**src/rtl/uart_tx_fifo.sv**
```systemverilog
// UART transmitter: valid/ready words are queued in a FIFO and sent as frames on TXD.
// Pops one cycle after a push into an idle, empty block; WR_READY drops while the FIFO is full, and writes made then are dropped.
module uart_tx_fifo #(
  parameter int DATA_BITS  = 8,
  parameter int PARITY     = 0,
  parameter int STOP_BITS  = 1,
  parameter int FIFO_DEPTH = 4,
  parameter int DIV_WIDTH  = 16
) (
  input  logic                               CLK,
  input  logic                               RESETN,
  input  logic [DIV_WIDTH-1:0]               DIVISOR,
  input  logic [DATA_BITS-1:0]               WR_DATA,
  input  logic                               WR_VALID,
  output logic                               WR_READY,
  output logic                               TXD,
  output logic                               BUSY,
  output logic [$clog2(FIFO_DEPTH+1)-1:0]    FIFO_COUNT
);

  localparam int AW = $clog2(FIFO_DEPTH);
  localparam int CW = $clog2(FIFO_DEPTH + 1);
  localparam int IW = $clog2(DATA_BITS);

  typedef enum logic [2:0] {IDLE, START, DATA, PAR, STOP} state_t;

  state_t                 state, state_n;
  logic [DATA_BITS-1:0]   mem [FIFO_DEPTH];
  logic [AW-1:0]          wr_ptr, rd_ptr;
  logic [CW-1:0]          count, count_n;
  logic                   push, pop, load;
  logic [DIV_WIDTH-1:0]   div_q, div_n, cnt_q, cnt_n, div_eff;
  logic [DATA_BITS-1:0]   sh_q, sh_n, head;
  logic [IW-1:0]          idx_q, idx_n;
  logic                   par_q, par_n, stop_q, stop_n, txd_n;

  assign push       = WR_VALID && WR_READY;
  assign head       = mem[rd_ptr];
  assign div_eff    = (DIVISOR == '0) ? DIV_WIDTH'(1) : DIVISOR;
  assign FIFO_COUNT = count;
  assign BUSY       = (state != IDLE) || (count != '0);

  always_comb begin
    count_n = count;
    if (push && !pop)
      count_n = count + CW'(1);
    else if (!push && pop)
      count_n = count - CW'(1);
  end

  always_ff @(posedge CLK) begin
    if (push)
      mem[wr_ptr] <= WR_DATA;
  end

  always_ff @(posedge CLK or negedge RESETN) begin
    if (!RESETN) begin
      wr_ptr   <= '0;
      rd_ptr   <= '0;
      count    <= '0;
      WR_READY <= 1'b1;
    end else begin
      if (push)
        wr_ptr <= wr_ptr + AW'(1);
      if (pop)
        rd_ptr <= rd_ptr + AW'(1);
      count    <= count_n;
      WR_READY <= (count_n != CW'(FIFO_DEPTH));
    end
  end

  // Every bit ends when the down-counter hits zero; the next level is registered on that edge.
  always_comb begin
    state_n = state;
    cnt_n   = cnt_q;
    div_n   = div_q;
    sh_n    = sh_q;
    idx_n   = idx_q;
    par_n   = par_q;
    stop_n  = stop_q;
    txd_n   = TXD;
    load    = 1'b0;
    pop     = 1'b0;

    case (state)
      IDLE: begin
        txd_n = 1'b1;
        if (count != '0)
          load = 1'b1;
      end
      START: begin
        if (cnt_q == '0) begin
          state_n = DATA;
          txd_n   = sh_q[0];
          sh_n    = sh_q >> 1;
          idx_n   = IW'(DATA_BITS - 1);
          cnt_n   = div_q - DIV_WIDTH'(1);
        end else begin
          cnt_n = cnt_q - DIV_WIDTH'(1);
        end
      end
      DATA: begin
        if (cnt_q == '0) begin
          cnt_n = div_q - DIV_WIDTH'(1);
          if (idx_q != '0) begin
            txd_n = sh_q[0];
            sh_n  = sh_q >> 1;
            idx_n = idx_q - IW'(1);
          end else if (PARITY != 0) begin
            state_n = PAR;
            txd_n   = par_q;
          end else begin
            state_n = STOP;
            txd_n   = 1'b1;
            stop_n  = (STOP_BITS == 2);
          end
        end else begin
          cnt_n = cnt_q - DIV_WIDTH'(1);
        end
      end
      PAR: begin
        if (cnt_q == '0) begin
          state_n = STOP;
          txd_n   = 1'b1;
          stop_n  = (STOP_BITS == 2);
          cnt_n   = div_q - DIV_WIDTH'(1);
        end else begin
          cnt_n = cnt_q - DIV_WIDTH'(1);
        end
      end
      STOP: begin
        if (cnt_q != '0) begin
          cnt_n = cnt_q - DIV_WIDTH'(1);
        end else if (stop_q) begin
          stop_n = 1'b0;
          cnt_n  = div_q - DIV_WIDTH'(1);
        end else if (count != '0) begin
          load = 1'b1;
        end else begin
          state_n = IDLE;
          txd_n   = 1'b1;
        end
      end
      default: begin
        state_n = IDLE;
        txd_n   = 1'b1;
      end
    endcase

    // Start a new frame: divisor is sampled only here, so mid-frame changes wait for the next word.
    if (load) begin
      pop     = 1'b1;
      state_n = START;
      txd_n   = 1'b0;
      div_n   = div_eff;
      cnt_n   = div_eff - DIV_WIDTH'(1);
      sh_n    = head;
      par_n   = (^head) ^ (PARITY == 2);
    end
  end

  always_ff @(posedge CLK or negedge RESETN) begin
    if (!RESETN) begin
      state  <= IDLE;
      TXD    <= 1'b1;
      cnt_q  <= '0;
      div_q  <= '0;
      sh_q   <= '0;
      idx_q  <= '0;
      par_q  <= 1'b0;
      stop_q <= 1'b0;
    end else begin
      state  <= state_n;
      TXD    <= txd_n;
      cnt_q  <= cnt_n;
      div_q  <= div_n;
      sh_q   <= sh_n;
      idx_q  <= idx_n;
      par_q  <= par_n;
      stop_q <= stop_n;
    end
  end

endmodule

```
**config.mk**
```make
export PLATFORM = sky130hd
export DESIGN_NAME = uart_tx_fifo
export DESIGN_NICKNAME = d
export VERILOG_FILES = /design/src/rtl/uart_tx_fifo.sv
export SDC_FILE = /design/constraint.sdc
export NUM_CORES = 1
export LEC_CHECK = 0
export BUFFER_PORTS_ARGS = -buffer_cell sky130_fd_sc_hd__buf_4
export CAP_MARGIN = 20
export CORE_MARGIN = 5
export CORE_UTILIZATION = 56
export CTS_CLUSTER_SIZE = 28
export DETAILED_ROUTE_END_ITERATION = 7
export PLACE_DENSITY_LB_ADDON = 0.25
export SLEW_MARGIN = 25
export SYNTH_ARGS = -nofsm -noshare
export SYNTH_HDL_FRONTEND = slang
export SYNTH_SLANG_ARGS = --single-unit
```
**constraint.sdc**
```tcl
create_clock -name CLK -period 5.67 [get_ports CLK]
set_input_delay 0.2835 -clock CLK [delete_from_list [all_inputs] [get_ports CLK]]
set_output_delay 0.2835 -clock CLK [all_outputs]
set_load 0.1 [all_outputs]
```
==> metrics.cfg, run 1 <==
[status]
status = completed

[critical_path]
path_class = reg2reg
r2r_start = state[2]$_DFFE_PN0P_
crit_path_max_fanout = 11
required_ns = 5.92
critPathLaunch = state[2]$_DFFE_PN0P_
crit_path_end_kind = flip-flop
r2r_cells = 5
cp-start-kind = flip-flop
worst-endpoint-arrival_ns = 2.76

[synth]
syn_avg_cell_area_um2 = 10.3
ys.flop_type = dfrtp_1
synth_mux_area_share_pct = 4.47
synthSimpleGateAreaFrac_pct = 18.8
synth_xor_area_share_pct = 6.27
synth_nets = 501
synth_edf_count = 32
synth.top_cell.area_share_pct = 28.0
synthTopCellsByArea = dfrtp_1 (28%), edfxtp_1 (20%), nand2_1 (5.8%)
ys_async_sr_fraction_pct = 63.2
synth_area_leader_cell = dfrtp_1
post_synth_fa_ha_maj_area_fraction_pct = 3.44
synth-compound-area-share_pct = 14.4
ys_seq_elements = 87
syn_inst = 461
synth_top_family_by_area = simple AND/OR/NAND/NOR gates
yosysUniqueCellTypes = 64
synth_area_um2 = 4730
ys_seq_area_share_pct = 49.5
yosys_warnings = 0

[timing]
tightest_slew_ns = 0.746
fin_crit_sh_pct = 44.2
timing.setup.tns_ns = 0
drv_slew = 0
clock.fmax_ghz = 0.399
setup_viol = 0
skew_ns = 0.0130
slew_headroom_pct = 50.2
hold_viol_final = 0
layout_min_cycle_time_ns = 2.51
rsz0062_at_grt = false

[cells_and_area]
layout-drive-gt1-share_pct = 15.6
final_common_cell = nand2_1
synthToLayoutAreaGrowth_pct = 11.8
diodes = 0
final_cell_mix = nand2_1 (73), dfrtp_1 (53), buf_4 (36)
layout.nets = 534
design_area_um2 = 5290
num-fill-cells = 641

[min_path]
hold_start = WR_DATA[5]
hp-class = in2reg
min_path_cells = 1

[clock_network]
numCtsBuffers = 9
holdBufCountCts = 1
htree_num_levels = 3
clkTransAtPathRegs_ns = 0.10
cts-root-buf = clkbuf_8
cts_buffer_depth = 2
cts_tree = yes
insertion_delay_ns = 0.37
cts.sinks = 87
post-cts-setup-buffers = 0
cts_resized = 0

[floorplanning]
rows = 33
die_w_um = 102
io_pins = 33
die_height_um = 102
initial_core_util_pct = 57.6
dieArea_um2 = 10400
core_area_um2 = 8220

[drt]
wire_per_inst_um = 17.7
drt_iter0_drc = 350
routed-via-count = 3716
avgViaCountPerCell = 6.15
final_antenna_net_count = 0
drc = 0
drt-pass1-iter-count = 5
wirelength_um = 10700

[placement]
dp_hpwl_um = 7640
place_congestion = 0.925
place_area_um2 = 5070
io_buffers = 32

[global_routing]
grt_overflow = 0
grt_pass1_wl_um = 17800
grt_pass1_vias = 3602
grt_max_degree = 56
antenna_found_initial = 0
grt_usage_pct = 21.8

[pwr]
worst_ir_drop_vdd_v = 0.000222
p_leak_uw = 0.00210
power_density_nw_per_um2 = 479

[run]
max_cap_violations = 0

worst max-delay path, stage by stage (launching register included):
cell and delay [ns]:
dfrtp_1 0.58, inv_1 0.19, nor3_1 0.63, o21ai_2 0.20
and3_1 0.39, a221o_1 0.40
path summary, 6_finish.rpt:
check	to	slack, ns
max	cnt_q[3]$_DFFE_PN0P_	3.17
min	mem[0][5]$_DFFE_PP_	0.10
max reg2reg	cnt_q[3]$_DFFE_PN0P_	3.17
min reg2reg	div_q[15]$_DFFE_PN0P_	0.51
max in group asynchronous	div_q[2]$_DFFE_PN0P_	4.67
min in group asynchronous	wr_ptr[0]$_DFFE_PN0P_	0.49
flip-flops by register name (all words and copies together) (netlist names):
name	flops
FIFO_COUNT	3
TXD	1
WR_READY	1
cnt_q	16
div_q	16
idx_q	3
mem	32
rd_ptr	2
sh_q	8
state	3
wr_ptr	2
cells in the mapped netlist (all sizes together) (2+ instances only):
| master | instances |
|---|---|
| nand2 | 74 |
| dfrtp | 53 |
| edfxtp | 32 |
| a21oi | 31 |
| nor2 | 25 |
| inv | 22 |
| nor3 | 20 |
| o21ai | 18 |
| xnor2 | 17 |
| xor2 | 16 |
| ha | 13 |
| and3 | 12 |
| o22ai | 12 |
| nor4 | 11 |
| buf | 9 |
| nand3 | 9 |
| mux4 | 8 |
| o211ai | 7 |
| or3 | 7 |
| clkbuf | 6 |
| o31ai | 6 |
| a22oi | 5 |
| a221oi | 4 |
| nand2b | 4 |
| nand4 | 4 |
| a31oi | 3 |
| a32oi | 2 |
| dfstp | 2 |
| mux2i | 2 |
| nand3b | 2 |
| nand4b | 2 |
| nor2b | 2 |
| o32ai | 2 |
| or2 | 2 |
| or4 | 2 |
per-layer routing:
layer	vias to the layer above	wire length (µm)	global-route usage, %	part of all wire [%]
met3	10	632	3.41	5.9
met5	-	0	0	0
li1	1754	-	-	-
met1	1832	5140	32.2	48
met4	0	136	7.37	1.3
met2	120	4810	33.1	45
cell type report:
| type | count | area, µm² | area share (%) |
|---|---|---|---|
| well taps | 105 | 131 | 2.49 |
| flip-flops and latches | 87 | 2340 | 44.3 |
| inverters | 22 | 82.6 | 1.56 |
| clock inverters | 6 | 75.1 | 1.42 |
| repair buffers | 37 | 280 | 5.30 |
| multi-input cells | 337 | 2250 | 42.6 |
| clock buffers | 10 | 128 | 2.41 |
cell families after synthesis:
logic type,after synthesis
AOI/OAI and AO/OA,102
xor gates and xnor gates,33
adders and majority gates,13
buffers and inverters,37
DFF,87
muxes,11
and+or+nand+nor,178
report_power, final:
part,total (µW),internal [µW],switching [µW]
sequential,1120,880,242
combinational,953,395,558
clock,456,212,244
metrics by stage:
step | power, µW | hold WS, ns | cells | util [%] | setup WS [ns]
floorplan | 1810 | -0.0121 | 461 | - | 3.03
global placement | 2040 | 0.378 | 587 | 61.7 | 2.93
detailed placement | 2080 | 0.391 | 587 | 61.7 | 2.86
CTS | 2530 | 0.0953 | 604 | 64.3 | 3.02
global route | 2690 | 0.0933 | 604 | 64.3 | 3.00
finish | 2530 | 0.103 | 604 | 64.3 | 3.17
(Power assumes the default switching activity.)
==> run 2: changes to the inputs <==
==> constraint.sdc (replaced) <==
create_clock -name CLK -period 2.31 [get_ports CLK]
set_input_delay 0.1155 -clock CLK [delete_from_list [all_inputs] [get_ports CLK]]
set_output_delay 0.1155 -clock CLK [all_outputs]
set_load 0.1 [all_outputs]
==> run 2 against run 1 <==
  * Utilization grew 6.1 points
  * Non-clock buffer count grew 52
  * Clock power up 130%
  * Die area stayed put
  * Combinational power rose to 2.8 times the previous value
  * Total power grew to 2.5 times the previous value
  * First-iteration DRC count rose by 2.9%
  * Worst hold slack got worse by 0.10 ns
  * Global-route usage grew 2.2 points
  * Highest routed layer unchanged
  * Sequential share of layout area shrank 3.7 points
  * Clock skew down 0.0035 ns
  * Sequential power up 150%
==> metrics.cfg, run 2 (synthesis gave the netlist of run 1 again) <==
[critical_path]
r2r_slack_ns = 0.06  ; was 3.17 ns
cp-start-kind = flip-flop  ; unchanged
crit_path_max_fanout = 5  ; was 11
worst-endpoint-arrival_ns = 2.50  ; was 2.76 ns
path_class = reg2reg  ; unchanged
crit_path_end_kind = flip-flop  ; unchanged
timing.rr.end = cnt_q[13]$_DFFE_PN0P_  ; was cnt_q[3]$_DFFE_PN0P_
r2r_cells = 6  ; was 5
required_ns = 2.56  ; was 5.92 ns
critPathLaunch = cnt_q[7]$_DFFE_PN0P_  ; was state[2]$_DFFE_PN0P_
r2r_start = cnt_q[7]$_DFFE_PN0P_  ; was state[2]$_DFFE_PN0P_

[timing]
skew_ns = 0.00946  ; was 0.0130 ns
clock.fmax_ghz = 0.444  ; was 0.399 GHz
holdWs_ns = 0.00188  ; was 0.103 ns
drv_slew = 0  ; unchanged
rsz0062_at_grt = true  ; was false
layout_min_cycle_time_ns = 2.25  ; was 2.51 ns
setup_ws_ns = 0.0562  ; was 3.17 ns
tightest_slew_ns = 0.714  ; was 0.746 ns
hold_viol_final = 0  ; unchanged
fin_crit_sh_pct = 97.6  ; was 44.2%
slew_headroom_pct = 52.4  ; was 50.2%
setup_viol = 0  ; unchanged

[floorplanning]
die_w_um = 102  ; unchanged
core_area_um2 = 8220  ; unchanged
dieArea_um2 = 10400  ; unchanged
io_pins = 33  ; unchanged
rows = 33  ; unchanged
initial_core_util_pct = 57.6  ; unchanged
die_height_um = 102  ; unchanged

[global_routing]
grt_usage_pct = 24.0  ; was 21.8%
grt_pass1_wl_um = 19500  ; was 17800 µm
grt_pass1_vias = 3920  ; was 3602
antenna_found_initial = 0  ; unchanged
grt_overflow = 0  ; unchanged
grt_max_degree = 56  ; unchanged

[run]
max_cap_violations = 0  ; unchanged

[cells_and_area]
final_cell_mix = nand2_1 (72), buf_4 (64), dfrtp_1 (50)  ; was nand2_1 (73), dfrtp_1 (53), buf_4 (36)
diodes = 0  ; unchanged
regArea_um2 = 2350  ; was 2340 µm²
largest-register = mem  ; unchanged
reg.largest.list = mem x32, cnt_q x16, div_q x16  ; unchanged
instances_no_fill = 656  ; was 604
layout-drive-gt1-share_pct = 22.1  ; was 15.6%
num-fill-cells = 611  ; was 641
multiInputGateArea_um2 = 2290  ; was 2250 µm²
largest_reg_flops = 32  ; unchanged
final_common_cell = nand2_1  ; unchanged
synthToLayoutAreaGrowth_pct = 22.3  ; was 11.8%
layout.nets = 586  ; was 534

[clock_network]
insertion_delay_ns = 0.37  ; about the same
cts-root-buf = clkbuf_8  ; unchanged
cts.sinks = 87  ; unchanged
cts_buffer_depth = 2  ; unchanged
htree_num_levels = 3  ; unchanged
numCtsBuffers = 9  ; unchanged
cts_tree = yes  ; unchanged
clkTransAtPathRegs_ns = 0.09  ; was 0.10 ns

[pwr]
power_density_nw_per_um2 = 1110  ; was 479 nW/µm²
p_leak_uw = 0.00235  ; was 0.00210 µW
power_uw = 6420  ; was 2530 µW
worst_ir_drop_vdd_v = 0.000572  ; was 0.000222 V
switching_share_pct = 41.7  ; was 41.3%
power_frac_comb_pct = 41.0  ; was 37.7%
power.switching_uw = 2680  ; was 1040 µW
internal_power_uw = 3740  ; was 1490 µW
p_seq_share_pct = 43.0  ; was 44.3%
power.share.clock_pct = 16.0  ; was 18.0%

[placement]
dp_hpwl_um = 8100  ; was 7640 µm
place_congestion = 0.906  ; was 0.925
post-place-cells = 615  ; was 587
io_buffers = 32  ; unchanged
dp_slack_ns = 0.00365  ; was 2.86 ns

[min_path]
min_path_cells = 3  ; was 1
whs_endpoint = div_q[4]$_DFFE_PN0P_  ; was mem[0][5]$_DFFE_PP_
hold_start = DIVISOR[4]  ; was WR_DATA[5]
hp-class = in2reg  ; unchanged

[drt]
final_antenna_net_count = 0  ; unchanged
wirelength_um = 11800  ; was 10700 µm
drt-pass1-iter-count = 5  ; unchanged
drt_iter0_drc = 360  ; was 350
wire_per_inst_um = 18.0  ; was 17.7 µm
avgViaCountPerCell = 6.07  ; was 6.15
routed-via-count = 3981  ; was 3716
drc = 0  ; unchanged

[status]
status = completed  ; unchanged

==> run 2: cell count changes in the layout (fill, tap and decap cells not counted), moves of 2 or more <==
cell / previous run / this run
nor3_2: 1 / 5
dfrtp_1: 53 / 50
buf_4: 36 / 64
dlygate4sd3_1: 1 / 22
dfrtp_2: 0 / 2
nor3_1: 19 / 15
buf_12: 0 / 2
a21oi_1: 30 / 28
a21oi_2: 0 / 2
==> run 2: metrics by stage <==
stage | util, % | setup TNS [ns] | instance area [µm²]
final | 70.4 | 0 | 5780
after global routing | 70.4 | -0.127 | 5780
after CTS | 69.6 | 0 | 5720
after detailed placement | 64.7 | 0 | 5310
after global placement | 64.7 | 0 | 5310
after floorplan | - | 0 | 4730
==> run 2: worst max-delay path, cell delays in order, from the launching register on <==
cell and delay [ns]:
dfrtp_1 0.43, or3_4 0.41, or3_4 0.36, or4_4 0.50
xnor2_2 0.14, o211ai_1 0.19, o211ai_2 0.11
==> run 2: how the worst max path moves through the flow <==
stage / cells past startpoint / endpoint / slack, ns
after floorplan: 7 / cnt_q[11]$_DFFE_PN0P_ / 0.04
after global placement: 11 / cnt_q[12]$_DFFE_PN0P_ / 0.09
after detailed placement: 11 / cnt_q[12]$_DFFE_PN0P_ / 0.004
after CTS: 7 / WR_READY$_DFF_PN1_ / 0.05
after global routing: 11 / cnt_q[11]$_DFFE_PN0P_ / -0.07
final: 6 / cnt_q[13]$_DFFE_PN0P_ / 0.06
==> run 2: area by class of cell <==
cell class                 instances  share of cell area [%]
clock inverter                     7                    1.06
multi-input combinational        337                    39.5
tap                              105                    2.27
sequential                        87                    40.6
clock buffer                       9                    2.14
timing repair buffer              89                    13.0
inverter                          22                    1.43
==> run 2: what timing repair did <==
action,CTS,global route
gates resized for setup,0,13
endpoints found under the setup margin,0,15
hold buffers,22,0
endpoints found under the hold margin,98,0
setup buffers,0,3
==> run 2: layer usage <==
| layer | up-vias | share of wire, % | GRT usage [%] |
|---|---|---|---|
| met4 | 0 | 1.4 | 5.45 |
| met2 | 159 | 49 | 40.4 |
| li1 | 1851 | - | - |
| met1 | 1952 | 44 | 33.1 |
| met3 | 19 | 6.1 | 3.69 |
| met5 | - | 0 | 0 |
==> run 2: power by group through the flow <==
| stage | sequential [µW] | clock [µW] | combinational, µW |
|---|---|---|---|
| after floorplan | 2860 | 0 | 1600 |
| after global placement | 2730 | 0 | 2430 |
| after detailed placement | 2760 | 0 | 2530 |
| after CTS | 2730 | 1040 | 2570 |
| after global routing | 2830 | 1100 | 2890 |
| final | 2760 | 1030 | 2640 |
==> run 3: changes to the inputs <==
--- a/config.mk
+++ b/config.mk
@@ -5,10 +5,12 @@
 export SDC_FILE = /design/constraint.sdc
 export NUM_CORES = 1
 export LEC_CHECK = 0
+export ABC_AREA = 1
 export BUFFER_PORTS_ARGS = -buffer_cell sky130_fd_sc_hd__buf_4
 export CAP_MARGIN = 20
-export CORE_MARGIN = 5
+export CORE_MARGIN = 3
 export CORE_UTILIZATION = 56
+export CTS_BUF_LIST = sky130_fd_sc_hd__clkbuf_2
 export CTS_CLUSTER_SIZE = 28
 export DETAILED_ROUTE_END_ITERATION = 7
 export PLACE_DENSITY_LB_ADDON = 0.25
==> run 3 against run 2 <==
  * Routed wire length increased by 5.8%
  * Area after synthesis rose by 9.8%
  * Design area is 2.7% higher
  * Clock power shrank 18%
  * Largest power group is now combinational logic
==> metrics.cfg, run 3 <==
[cells_and_area]
layout-drive-gt1-share_pct = 11.7  ; was 22.1%
diodes = 0  ; unchanged
synthToLayoutAreaGrowth_pct = 14.4  ; was 22.3%
final_cell_mix = nand2_1 (176), nor2_1 (111), inv_1 (75)  ; was nand2_1 (72), buf_4 (64), dfrtp_1 (50)
layout.nets = 777  ; was 586
reg.largest.list = mem x32, cnt_q x16, div_q x16  ; unchanged
final_common_cell = nand2_1  ; unchanged
design_area_um2 = 5940  ; was 5780 µm²
largest_reg_flops = 32  ; unchanged
largest-register = mem  ; unchanged

[min_path]
hp-class = in2async  ; was in2reg

[synth]
ys.flop_type = dfrtp_1  ; unchanged
syn_avg_cell_area_um2 = 7.70  ; was 10.3 µm²
ys_seq_elements = 87  ; unchanged
synth_area_leader_cell = dfrtp_1  ; unchanged
synth_area_um2 = 5190  ; was 4730 µm²
yosysMostFrequentCell = nand2_1  ; unchanged
synth.top_cell.area_share_pct = 25.5  ; was 28.0%
synth_edf_count = 32  ; unchanged
synthTopCellsByArea = dfrtp_1 (26%), edfxtp_1 (19%), nand2_1 (13%)  ; was dfrtp_1 (28%), edfxtp_1 (20%), nand2_1 (5.8%)
yosysUniqueCellTypes = 36  ; was 64
yosys_warnings = 0  ; unchanged
synth_nets = 714  ; was 501
ys_top_cells_by_count = nand2_1 (176), nor2_1 (111), inv_1 (75)  ; was nand2_1 (73), dfrtp_1 (53), edfxtp_1 (32)
ys_async_sr_fraction_pct = 63.2  ; unchanged
ys_seq_area_share_pct = 45.1  ; was 49.5%
syn_inst = 674  ; was 461

[clock_network]
cts-root-buf = clkbuf_2  ; was clkbuf_8
clkTransAtPathRegs_ns = 0.34  ; was 0.09 ns
cts.sinks = 87  ; unchanged
cts_buffer_depth = 2  ; unchanged
cts_tree = yes  ; unchanged
post-cts-setup-buffers = 0  ; unchanged
numCtsBuffers = 9  ; unchanged
insertion_delay_ns = 0.60  ; was 0.37 ns
htree_num_levels = 3  ; unchanged

[pwr]
p_leak_uw = 0.00274  ; was 0.00235 µW
power.switching_uw = 3600  ; was 2680 µW
p_seq_share_pct = 37.4  ; was 43.0%
power.share.clock_pct = 11.7  ; was 16.0%
worst_ir_drop_vdd_v = 0.000649  ; was 0.000572 V
power_frac_comb_pct = 50.9  ; was 41.0%
switching_share_pct = 49.9  ; was 41.7%
power_density_nw_per_um2 = 1220  ; was 1110 nW/µm²
internal_power_uw = 3620  ; was 3740 µW

[floorplanning]
initial_core_util_pct = 58.7  ; was 57.6%
io_pins = 33  ; unchanged
rows = 34  ; was 33
die_height_um = 102  ; about the same
dieArea_um2 = 10500  ; was 10400 µm²
core_area_um2 = 8850  ; was 8220 µm²
die_w_um = 102  ; about the same

[critical_path]
timing.rr.end = cnt_q[8]$_DFFE_PN0P_  ; was cnt_q[13]$_DFFE_PN0P_
required_ns = 2.19  ; was 2.56 ns
worst-endpoint-arrival_ns = 2.01  ; was 2.50 ns
r2r_slack_ns = 0.25  ; was 0.06 ns
cp-start-kind = flip-flop  ; unchanged
cp_top_family = buffers and inverters  ; was simple AND/OR/NAND/NOR gates
worstPathCellList = inv_1 > ha_1 > inv_1 > nor2_1 > inv_1 > nor2_1 > inv_1 > buf_4  ; was or3_4 > or3_4 > or4_4 > xnor2_2 > o211ai_1 > o211ai_2
slowest_stage = dfrtp_2  ; was or4_4
endpoint = BUSY  ; was cnt_q[13]$_DFFE_PN0P_
r2r_start = cnt_q[0]$_DFFE_PN0P_  ; was cnt_q[7]$_DFFE_PN0P_
cp.depth = 8  ; was 6
path_class = reg2out  ; was reg2reg
cpMostUsedCell = inv_1  ; was or3_4
r2r_cells = 12  ; was 6
critPathLaunch = FIFO_COUNT[0]$_DFF_PN0_  ; was cnt_q[7]$_DFFE_PN0P_
crit_path_max_incr_delay_ns = 0.50  ; about the same
crit_path_end_kind = primary output  ; was flip-flop
critPathBufInv = 5  ; was 0
crit_path_max_fanout = 4  ; was 5

[drt]
drt_iter0_drc = 284  ; was 360
wire_per_inst_um = 14.7  ; was 18.0 µm
drc = 0  ; unchanged
routed-via-count = 4631  ; was 3981
avgViaCountPerCell = 5.45  ; was 6.07
drt-pass1-iter-count = 5  ; unchanged
wirelength_um = 12500  ; was 11800 µm
final_antenna_net_count = 0  ; unchanged

[global_routing]
grt_usage_pct = 25.8  ; was 24.0%
grt_overflow = 0  ; unchanged
grt_pass1_vias = 4581  ; was 3920
grt_max_degree = 56  ; unchanged
antenna_found_initial = 0  ; unchanged
grt_pass1_wl_um = 21300  ; was 19500 µm

[timing]
timing.setup.tns_ns = 0  ; unchanged
hold_viol_final = 0  ; unchanged
slew_headroom_pct = 52.3  ; was 52.4%
drv_slew = 0  ; unchanged
rsz0062_at_grt = false  ; was true
fin_crit_sh_pct = 92.0  ; was 97.6%
layout_min_cycle_time_ns = 2.13  ; was 2.25 ns
tightest_slew_ns = 0.716  ; was 0.714 ns
setup_viol = 0  ; unchanged
clock.fmax_ghz = 0.471  ; was 0.444 GHz
skew_ns = 0.0607  ; was 0.00946 ns

[placement]
io_buffers = 32  ; unchanged
dp_hpwl_um = 9100  ; was 8100 µm
place_congestion = 0.944  ; was 0.906
place_area_um2 = 5550  ; was 5310 µm²

[status]
status = completed  ; unchanged

[run]
max_cap_violations = 0  ; unchanged

==> run 3: per-stage QoR <==
step | total power [µW] | hold WS (ns) | util [%] | std cells | setup WS [ns]
2_1_floorplan | 5470 | -0.180 | - | 674 | 0.0565
3_3_place_gp | 6230 | 0.221 | 62.7 | 808 | 0.317
3_5_place_dp | 6360 | 0.225 | 62.7 | 808 | 0.269
4_1_cts | 7210 | 0.0636 | 67.2 | 850 | 0.169
5_1_grt | 7840 | 0.107 | 67.2 | 850 | 0.0729
6_report | 7220 | 0.0241 | 67.2 | 850 | 0.185
==> run 3: power by group through the flow <==
stage	combinational (µW)	sequential (µW)	clock, µW
6_report	3680	2710	842
5_1_grt	4150	2770	915
4_1_cts	3670	2700	845
3_5_place_dp	3620	2730	0
3_3_place_gp	3520	2720	0
2_1_floorplan	2630	2830	0
==> run 3: repair_timing <==
action                    in CTS  in global routing
hold endpoints to repair     113                  0
gates resized for setup        0                  0
hold buffers                  26                  0
==> run 3: worst min path at each step <==
stage,end,start,cells after the start
final,div_q[10]$_DFFE_PN0P_,RESETN,2
after CTS,div_q[13]$_DFFE_PN0P_,RESETN,2
after detailed placement,div_q[13]$_DFFE_PN0P_,RESETN,1
after global placement,div_q[9]$_DFFE_PN0P_,RESETN,1
after floorplan,FIFO_COUNT[0]$_DFF_PN0_,RESETN,0
after global routing,div_q[8]$_DFFE_PN0P_,RESETN,2
==> run 3: cell type report <==
class,instances,area (µm²)
fillers,718,2910
clock buffers,9,45.0
flip-flops and latches,87,2340
repair buffers,69,583
well taps,108,135
inverters,76,285
multi-input cells,494,2470
clock inverters,7,86.3
==> run 3: worst register-to-register path, delay by kind of cell (launching register included) <==
kind / cells / cell delay, ns
AOI/OAI and AO/OA: 2 / 0.14
adders and majority gates: 1 / 0.21
buffers and inverters: 2 / 0.44
DFF: 1 / 0.43
and+or+nand+nor: 7 / 0.75
==> run 3: cells by family after synthesis <==
family	share of synthesized area, %
adder cells (fa/ha/maj)	3.13
buffers and inverters	7.45
XOR/XNOR	3.71
AO/OA/AOI/OAI	8.63
AND/OR/NAND/NOR	32.0
flip-flops	45.1
==> run 3: metal layers <==
metal / wire length [µm] / vias to the layer above / global-route usage, %
met5: 0 / - / 0
met4: 370 / 0 / 9.89
met3: 638 / 34 / 2.94
met2: 6260 / 144 / 44.9
met1: 5240 / 2148 / 33.1
li1: - / 2305 / -
